<file path="src/rtl/stream_matrix_encoder_pkg.sv">
// ---------------------------------------------------------------------------
// enc_pkg
// Shared types and helpers for stream_matrix_encoder.
//   state_t        : encoder FSM states (IDLE / ENCODE / DONE)
//   ENC_DEFAULT_G  : reset value of the 4x8 generator, row i at [i*8 +: 8]
//   gf2_encode()   : GF(2) vector-matrix product of one chunk with a generator
// ---------------------------------------------------------------------------
package enc_pkg;

    typedef enum logic [1:0] {
        IDLE   = 2'd0,
        ENCODE = 2'd1,
        DONE   = 2'd2
    } state_t;

    localparam logic [31:0] ENC_DEFAULT_G = 32'h78E4D2B1;

    // Upper bounds for the helper's fixed argument widths; callers zero-pad.
    localparam int K_MAX  = 8;
    localparam int N_MAX  = 16;
    localparam int G_MAX  = K_MAX * N_MAX;
    localparam int GIDX_W = $clog2(G_MAX);

    // codeword[j] = XOR over i < k of (chunk[i] & g[i*n + j]); no carries.
    function automatic logic [N_MAX-1:0] gf2_encode(
        input logic [K_MAX-1:0] chunk,
        input logic [G_MAX-1:0] g,
        input int               k,
        input int               n
    );
        logic [N_MAX-1:0]  cw;
        logic [GIDX_W-1:0] idx;
        cw = '0;
        for (int i = 0; i < K_MAX; i++) begin
            for (int j = 0; j < N_MAX; j++) begin
                idx = GIDX_W'(i * n + j);
                if (i < k && j < n) begin
                    cw[4'(j)] = cw[4'(j)] ^ (chunk[3'(i)] & g[idx]);
                end
            end
        end
        return cw;
    endfunction

endpackage

</file>
<file path="src/rtl/stream_matrix_encoder_if.sv">
// ---------------------------------------------------------------------------
// stream_matrix_encoder_if
// Input-word and output-buffer handshakes of stream_matrix_encoder.
//   in_valid/in_ready/data_in    : word stream into the encoder
//   out_valid/out_ready/enc_flat : encoded buffer out of the encoder
// Handshake rule (both channels): a transfer happens on a rising clock edge
// where valid && ready are both high. Once valid is raised it holds, with its
// payload stable, until that transfer; ready may be raised or lowered freely
// and the producer never waits on ready before asserting valid.
// Modports: master = word producer / buffer consumer, slave = the encoder.
// ---------------------------------------------------------------------------
interface stream_matrix_encoder_if #(
    parameter int DATA_W = 64,
    parameter int K      = 4,
    parameter int N      = 8
);
    localparam int CHUNKS = DATA_W / K;

    logic                in_valid;
    logic                in_ready;
    logic [DATA_W-1:0]   data_in;
    logic                out_valid;
    logic                out_ready;
    logic [CHUNKS*N-1:0] enc_flat;

    modport master (
        output in_valid, data_in, out_ready,
        input  in_ready, out_valid, enc_flat
    );

    modport slave (
        input  in_valid, data_in, out_ready,
        output in_ready, out_valid, enc_flat
    );
endinterface

</file>
<file path="src/rtl/stream_matrix_encoder_lane.sv">
// ---------------------------------------------------------------------------
// enc_lane
// Combinational encoder for one chunk: cw = chunk x G over GF(2).
//   chunk : K data bits
//   g     : K x N generator, row i at [i*N +: N]
//   cw    : N-bit codeword
// ---------------------------------------------------------------------------
module enc_lane
    import enc_pkg::*;
#(
    parameter int K = 4,
    parameter int N = 8
) (
    input  logic [K-1:0]   chunk,
    input  logic [K*N-1:0] g,
    output logic [N-1:0]   cw
);
    logic [K_MAX-1:0] chunk_pad;
    logic [G_MAX-1:0] g_pad;
    logic [N_MAX-1:0] cw_full;

    always_comb begin
        chunk_pad          = '0;
        chunk_pad[K-1:0]   = chunk;
        g_pad              = '0;
        g_pad[K*N-1:0]     = g;
        cw_full            = gf2_encode(chunk_pad, g_pad, K, N);
    end

    assign cw = N'(cw_full);
endmodule

</file>
<file path="src/rtl/stream_matrix_encoder.sv">
// ---------------------------------------------------------------------------
// stream_matrix_encoder
// Latches a DATA_W-bit word, encodes LANES K-bit chunks per cycle into N-bit
// codewords with a KxN GF(2) generator, and presents the full buffer.
// Ports:
//   clk, rst_n  : clock, asynchronous active-low reset
//   bus (slave) : in_valid/in_ready/data_in, out_valid/out_ready/enc_flat
//   dbg_state   : current FSM state
//   gen_we, gen_row, gen_data : generator row write, only when
//                 ENC_GEN_LOAD_EN is defined; accepted in IDLE only
// Without ENC_GEN_LOAD_EN the generator is the constant DEFAULT_G.
// ---------------------------------------------------------------------------
module stream_matrix_encoder
    import enc_pkg::*;
#(
    parameter int             DATA_W    = 64,
    parameter int             K         = 4,
    parameter int             N         = 8,
    parameter int             LANES     = 2,
    parameter logic [K*N-1:0] DEFAULT_G = ENC_DEFAULT_G
) (
    input  logic                   clk,
    input  logic                   rst_n,
`ifdef ENC_GEN_LOAD_EN
    input  logic                   gen_we,
    input  logic [$clog2(K)-1:0]   gen_row,
    input  logic [N-1:0]           gen_data,
`endif
    stream_matrix_encoder_if.slave bus,
    output state_t                 dbg_state
);
    localparam int CHUNKS = DATA_W / K;
    localparam int IDX_W  = $clog2(CHUNKS);
    localparam logic [IDX_W-1:0] LAST_IDX = IDX_W'(CHUNKS - LANES);

    state_t             state_q, state_d;
    logic               accept;
    logic               enc_en;
    logic [IDX_W-1:0]   chunk_idx_q;
    logic [DATA_W-1:0]  data_q;
    logic [K-1:0]       data_chunks [CHUNKS];
    logic [N-1:0]       enc_q       [CHUNKS];
    logic [N-1:0]       lane_cw     [LANES];
    logic [K*N-1:0]     g_cur;

    // ---------------- generator ----------------
`ifdef ENC_GEN_LOAD_EN
    localparam int ROW_W = $clog2(K);
    logic [K*N-1:0] g_q;

    // Writes only land in IDLE so a word never sees a half-updated matrix.
    // A write on the accepting edge is visible because encoding starts later.
    always_ff @(posedge clk or negedge rst_n) begin
        if (!rst_n) begin
            g_q <= DEFAULT_G;
        end else if (gen_we && state_q == IDLE) begin
            for (int r = 0; r < K; r++) begin
                if (gen_row == ROW_W'(r)) g_q[r*N +: N] <= gen_data;
            end
        end
    end
    assign g_cur = g_q;
`else
    assign g_cur = DEFAULT_G;
`endif

    // ---------------- FSM ----------------
    always_ff @(posedge clk or negedge rst_n) begin
        if (!rst_n) state_q <= IDLE;
        else        state_q <= state_d;
    end

    always_comb begin
        state_d       = state_q;
        bus.in_ready  = 1'b0;
        bus.out_valid = 1'b0;
        enc_en        = 1'b0;
        case (state_q)
            IDLE: begin
                bus.in_ready = 1'b1;
                if (bus.in_valid) state_d = ENCODE;
            end
            ENCODE: begin
                enc_en = 1'b1;
                if (chunk_idx_q == LAST_IDX) state_d = DONE;
            end
            DONE: begin
                bus.out_valid = 1'b1;
                if (bus.out_ready) state_d = IDLE;
            end
            default: state_d = IDLE;
        endcase
    end

    assign accept    = bus.in_valid && (state_q == IDLE);
    assign dbg_state = state_q;

    // ---------------- datapath ----------------
    for (genvar c = 0; c < CHUNKS; c++) begin : g_split
        assign data_chunks[c] = data_q[c*K +: K];
    end

    for (genvar l = 0; l < LANES; l++) begin : g_lane
        enc_lane #(.K(K), .N(N)) u_lane (
            .chunk (data_chunks[chunk_idx_q + IDX_W'(l)]),
            .g     (g_cur),
            .cw    (lane_cw[l])
        );
    end

    always_ff @(posedge clk or negedge rst_n) begin
        if (!rst_n) begin
            data_q      <= '0;
            chunk_idx_q <= '0;
            for (int c = 0; c < CHUNKS; c++) enc_q[c] <= '0;
        end else if (accept) begin
            data_q      <= bus.data_in;
            chunk_idx_q <= '0;
        end else if (enc_en) begin
            chunk_idx_q <= chunk_idx_q + IDX_W'(LANES);
            // Chunk c belongs to the group starting at c - c%LANES, lane c%LANES.
            for (int c = 0; c < CHUNKS; c++) begin
                if (chunk_idx_q == IDX_W'(c - c % LANES)) enc_q[c] <= lane_cw[c % LANES];
            end
        end
    end

    always_comb begin
        bus.enc_flat = '0;
        for (int c = 0; c < CHUNKS; c++) bus.enc_flat[c*N +: N] = enc_q[c];
    end
endmodule
</file>
<file path="src/flat_wrapper.sv">
// flat-port wrapper written by rule: the top's interface ports become plain ports
module stream_matrix_encoder_flat import enc_pkg::*;
#(
    parameter int             DATA_W    = 64,
    parameter int             K         = 4,
    parameter int             N         = 8,
    parameter int             LANES     = 2,
    parameter logic [K*N-1:0] DEFAULT_G = ENC_DEFAULT_G
)
  (clk, rst_n, dbg_state, bus_in_valid, bus_data_in, bus_out_ready, bus_in_ready, bus_out_valid, bus_enc_flat);
  stream_matrix_encoder_if #(.DATA_W(DATA_W), .K(K), .N(N)) bus_i ();
  input  logic clk;
  input  logic rst_n;
  output state_t dbg_state;
  input wire logic [$bits(bus_i.in_valid)-1:0] bus_in_valid;
  input wire logic [$bits(bus_i.data_in)-1:0] bus_data_in;
  input wire logic [$bits(bus_i.out_ready)-1:0] bus_out_ready;
  output wire logic [$bits(bus_i.in_ready)-1:0] bus_in_ready;
  output wire logic [$bits(bus_i.out_valid)-1:0] bus_out_valid;
  output wire logic [$bits(bus_i.enc_flat)-1:0] bus_enc_flat;
  assign bus_i.in_valid = bus_in_valid;
  assign bus_i.data_in = bus_data_in;
  assign bus_i.out_ready = bus_out_ready;
  assign bus_in_ready = bus_i.in_ready;
  assign bus_out_valid = bus_i.out_valid;
  assign bus_enc_flat = bus_i.enc_flat;
  stream_matrix_encoder #(.DATA_W(DATA_W), .K(K), .N(N), .LANES(LANES), .DEFAULT_G(DEFAULT_G)) u_core (.clk(clk), .rst_n(rst_n), .bus(bus_i), .dbg_state(dbg_state));
endmodule
</file>
<file path="config.mk">
export PLATFORM = sky130hd
export DESIGN_NAME = stream_matrix_encoder_flat
export DESIGN_NICKNAME = d
export VERILOG_FILES = /design/src/rtl/stream_matrix_encoder_pkg.sv /design/src/rtl/stream_matrix_encoder_if.sv /design/src/rtl/stream_matrix_encoder_lane.sv /design/src/rtl/stream_matrix_encoder.sv /design/src/flat_wrapper.sv
export SDC_FILE = /design/constraint.sdc
export NUM_CORES = 1
export LEC_CHECK = 0
export ABC_AREA = 1
export CORE_UTILIZATION = 35
export CTS_CLUSTER_DIAMETER = 80
export DETAILED_ROUTE_END_ITERATION = 10
export GPL_ROUTABILITY_DRIVEN = 0
export RECOVER_POWER = 100
export SYNTH_ARGS = -nofsm -noshare
export SYNTH_HDL_FRONTEND = slang
export SYNTH_HIERARCHICAL = 1
export SYNTH_SLANG_ARGS = --single-unit
</file>
<file path="constraint.sdc">
create_clock -name clk -period 4.1 [get_ports clk]
set_clock_uncertainty 0.05 [all_clocks]
set_input_delay 0.82 -clock clk [delete_from_list [all_inputs] [get_ports clk]]
set_output_delay 0.82 -clock clk [all_outputs]
set_load 0.005 [all_outputs]
</file>
# Word-level counts from Yosys, hierarchy flattened
# Cells that the tools add are included.
# W data, S select, Z words.
# word_totals
inputBits	68
output_inout_bits	132
reg_bits	198
elab_cells	80
# op_classes
n_eq_ne	12
n_lt_le_gt_ge	2
n_addsub	2
reduce_logical	13
muxes	15
n_bitwise	17
# op_table
cell	n
$bmux W4 S4	2
$reduce_and A3 Y1	9
$mux W4	6
$eq A4 B4 Y1 const B	4
$xor A1 B1 Y1	14
$ge A5 B5 Y1 const B	2
$not A4 Y5	2
$eq A4 B3 Y1 const B	2
$mux W2	3
$pmux W2 S3	1
$add A4 B1 Y4 const B	1
$add A4 B2 Y4 const B	1
$eq A4 B2 Y1 const B	1
$logic_not A4 Y1	1
$ne A2 B2 Y1 const B	2
$mux W1	3
$eq A2 B1 Y1 const B	1
$eq A2 B2 Y1 const B	1
$logic_not A2 Y1	1
$ne A2 B1 Y1 const B	1
$reduce_bool A2 Y1	1
$logic_and A1 B1 Y1	1
$not A1 Y1	1

# Logic depth before layout (Yosys ltp)
# logic_depth
ltp_word	7
depth_mapped	19
ltp_nobuf	16

# Cells and area by module
# Netlist, hierarchy kept.
# modules_own_cells
mod	cells_per_inst	seq_area_each_um2	n_inst	area_per_inst_um2
stream_matrix_encoder	938	4929.7	1	8119.0
enc_lane	127	0.0	2	581.8

# Worst setup path after synthesis
# No wires, ideal clock.
# synth_timing
path_kind	register to register
start	reg u_core.chunk_idx_q[1]
end	reg u_core.enc_q, in the netlist u_core/bus.enc_flat[102]
arrival_time_ns	2.013
period_less_slack_ns	2.146
stages_incl_launch_ff	18
path_slack_ns	1.954
cell_sequence	dfrtp_1 > buf_2 > inv_2 > clkbuf_1 > nand2_1 > nand3_1 > nand2_1 > inv_1 > nand2_1 > buf_6 > buf_12 > nand3_1 > nand2_1 > nand2_1 > inv_1 > nor2_1 > inv_1 > o21ai_0
# synth_lines
item	line	text
start: declaration	stream_matrix_encoder.sv:39	logic [IDX_W-1:0] chunk_idx_q;
start signal: assignment	stream_matrix_encoder.sv:120	chunk_idx_q <= chunk_idx_q + IDX_W'(LANES);
end signal: indexed assignment	stream_matrix_encoder.sv:123	if (chunk_idx_q == IDX_W'(c - c % LANES)) enc_q[c] <= lane_cw[c % LANES];
end: declaration	stream_matrix_encoder.sv:42	logic [N-1:0] enc_q [CHUNKS];

# Final worst setup path
# layout_timing
start	in bus_in_valid
end	reg u_core.data_q[48]
# layout_via
elab_chain_cells	1
# layout_rtl
item	line	text
start: declaration	flat_wrapper.sv:15	input wire logic [$bits(bus_i.in_valid)-1:0] bus_in_valid;
$logic_and A1 B1 Y1	stream_matrix_encoder.sv:95	assign accept = bus.in_valid && (state_q == IDLE);
end signal: assignment	stream_matrix_encoder.sv:117	data_q <= bus.data_in;
end: declaration	stream_matrix_encoder.sv:40	logic [DATA_W-1:0] data_q;
# No other way between the ends.
# A chain may end at the register's enable or synchronous reset.

==> run metrics <==
#FFs+latches synth approximately 200; row count 59; via/cell ratio 4.52; crit-path cells dlygate4sd3_1 > buf_4 > nand2_1 > clkbuf_2 > nor2_1 > a21oi_1; Pleak approximately 0.0066 uW; remaining global-route overflow 0; commonest non-fill, non-tap cell in the layout nand2_1; largest family of logic cells by synthesized area simple AND/OR/NAND/NOR gates; Syn. warnings 6; Clk Tree Root Cell clkbuf_16; mean routed wirelength per cell 14.0 um; Critical Path Slowest Stage Cell clkbuf_2; vias in the first global route 7451; die width 165 um; mux contribution to synthesized area 0%; Peak Freq about 300 MHz; failing checks capacitance limit, slew limit; worst ir drop on vdd between 300 and 400 uV; Clock Sinks 197; post-synth top area share 53.1%; CTS tree done; Max stage delay on crit path 0.88 ns; P&R area growth vs syn 33.2%; Synth Area in Compound Gates 8.73%; Worst EP required between 4 and 5 ns; worst-skew pair later-pin latency 0.44 ns; post-layout min period 3.32 ns; share of cells above drive strength 1 4.07%; syn avg cell area 7.79 um^2; Bufs on Longest Clock Path 2; Placement Cell Area 0.0117 mm^2; Worst Tran Pin Value roughly 2.5 ns; crit start category input port; Crit Path Class input port to flop; H-tree depth 4; Worst slew margin -66.5%; worst-path maximum fanout slightly below 80; Hold-fix buffers, CTS 0; outcome complete, but fails checks; CP arrival 3.54 ns; Post-CTS Setup Bufs 0; Seq/Total Area, Yosys 53.1%; largest net degree at the start of global routing 100; Pwr per Cell Area 857 mW/mm^2; XOR/XNOR Fraction of Synth Area 0.0944%; MaxCap Viol Count 1; period utilisation layout roughly four fifths; Iter 0 DRT Violations roughly 650; critical path capture point type flop; CTS Buf Count 17; Slew Viols, Final 99; initial antenna violation count 0; Final Net Count 1529; die area 0.0272 mm^2; Post-Syn Area 0.00928 mm^2; RSZ-0062 raised after global routing no; Final Hold Vio Count 0; largest cells by area after synthesis dfrtp_1 (53%), nand2_1 (20%), o21ai_0 (6.0%); first-pass GRT wire length 40.0 mm; post-synth top area cell dfrtp_1; adder-cell area share of the yosys netlist 0.135%; pre-CTS setup slack 1.19 ns; Yosys cell types 27; setup ws final 0.778 ns; post-route ant nets 0; Initial Util 35.6%; clock-pin slew on the worst setup and hold paths 0.08 ns; Die H 165 um; cell area after layout 0.0124 mm^2; vias after detailed routing a little over 8000; setup TNS 0 ns; diode count 0; number of port buffers roughly 200; Ports 200; HPWL Detailed 18.3 mm; total wire length 25.4 mm; DRC 0; total track usage around a fifth; Synth Area in Simple Gates 29.3%; Hold Crit Class flop to flop; Cells after Synth 1192; post-cts gate resize count 0; Final setup viols 0; core area approximately 0.026 mm^2; drt pass-1 iters 5; most frequent cells in the layout nand2_1 (496), dfrtp_1 (197), dlygate4sd3_1 (132), o21ai_0 (131), conb_1 (112)
==> cells in the mapped netlist <==
master / count
nand3_1: 98
o21ai_0: 111
o31ai_1: 1
buf_1: 5
dfrtp_1: 197
nand2_2: 9
nand2_1: 496
nor2_2: 2
nand3_2: 1
o21bai_1: 1
inv_4: 2
nor2_4: 1
buf_4: 1
conb_1: 2
buf_8: 2
buf_12: 4
buf_6: 10
inv_2: 4
buf_2: 24
a21oi_1: 28
nor2_1: 64
ha_1: 1
nor2_8: 2
o21ai_1: 20
inv_1: 85
xor2_1: 1
clkbuf_1: 20
==> routing by layer <==
metal / track usage, % / share of wire [%] / vias up
met3: 2.51 / 5.0 / 15
met2: 30.5 / 46 / 239
li1: - / - / 4152
met4: 4.30 / 0.89 / 0
met1: 27.3 / 48 / 3758
met5: 0 / 0 / -
==> per-stage QoR <==
| step | hold WS, ns | total power (uW) | util [%] | instances |
|---|---|---|---|---|
| after CTS | 0.431 | 11000 | 47.6 | 1808 |
| after global placement | 0.405 | 9060 | 45.1 | 1776 |
| after floorplan | 0.392 | 6940 | - | 1302 |
| after detailed placement | 0.409 | 9170 | 45.1 | 1776 |
| after global routing | 0.441 | 11600 | 47.4 | 1808 |
| final | 0.429 | 10600 | 47.4 | 1808 |
==> worst max-delay path, delay by kind of cell <==
family	cells	cell delay, ns
AND/OR/NAND/NOR	2	0.86
AO/OA/AOI/OAI	1	0.08
buffers and inverters	3	1.73
==> report_power, final <==
part           total, uW  internal (uW)  switching, uW  leakage (uW)
clock network       1820            874            943      0.000314
registers           3420           2890            532       0.00239
logic               5360           1930           3430       0.00387
==> final timing paths <==
check	from	endpoint	slack, ns	depth (start not counted)
setup / recovery	bus_in_valid	u_core/data_q[48]	0.78	6
hold / removal	u_core/data_q[24]	u_core/data_q[24]	0.43	2
setup reg to reg	u_core/dbg_state[0]	u_core/data_q[48]	0.79	6
hold reg to reg	u_core/data_q[24]	u_core/data_q[24]	0.43	2
max in group asynchronous	rst_n	u_core/bus.enc_flat[12]	1.27	2
min in group asynchronous	rst_n	u_core/data_q[26]	1.10	1
==> cell families after synthesis <==
family	after synthesis
and+or+nand+nor	673
DFF	197
AOI/OAI and AO/OA	161
buffers and inverters	157
other	2
xor gates and xnor gates	1
adders and majority gates	1
==> sequential cells by signal, indices dropped and copies added, names as in the netlist <==
register	flops
u_core/chunk_idx_q	3
u_core/data_q	64
u_core/dbg_state	2
u_core/bus.enc_flat	128
==> cell type report <==
class / count / area [um^2]
multi-input combinational: 948 / 3980
inverter: 91 / 347
sequential: 197 / 4930
tap: 335 / 419
clock inverter: 15 / 226
timing repair buffer: 205 / 2040
fill: 2630 / 13700
clock buffer: 17 / 425
No activity file was read; power rests on OpenSTA's default activity.
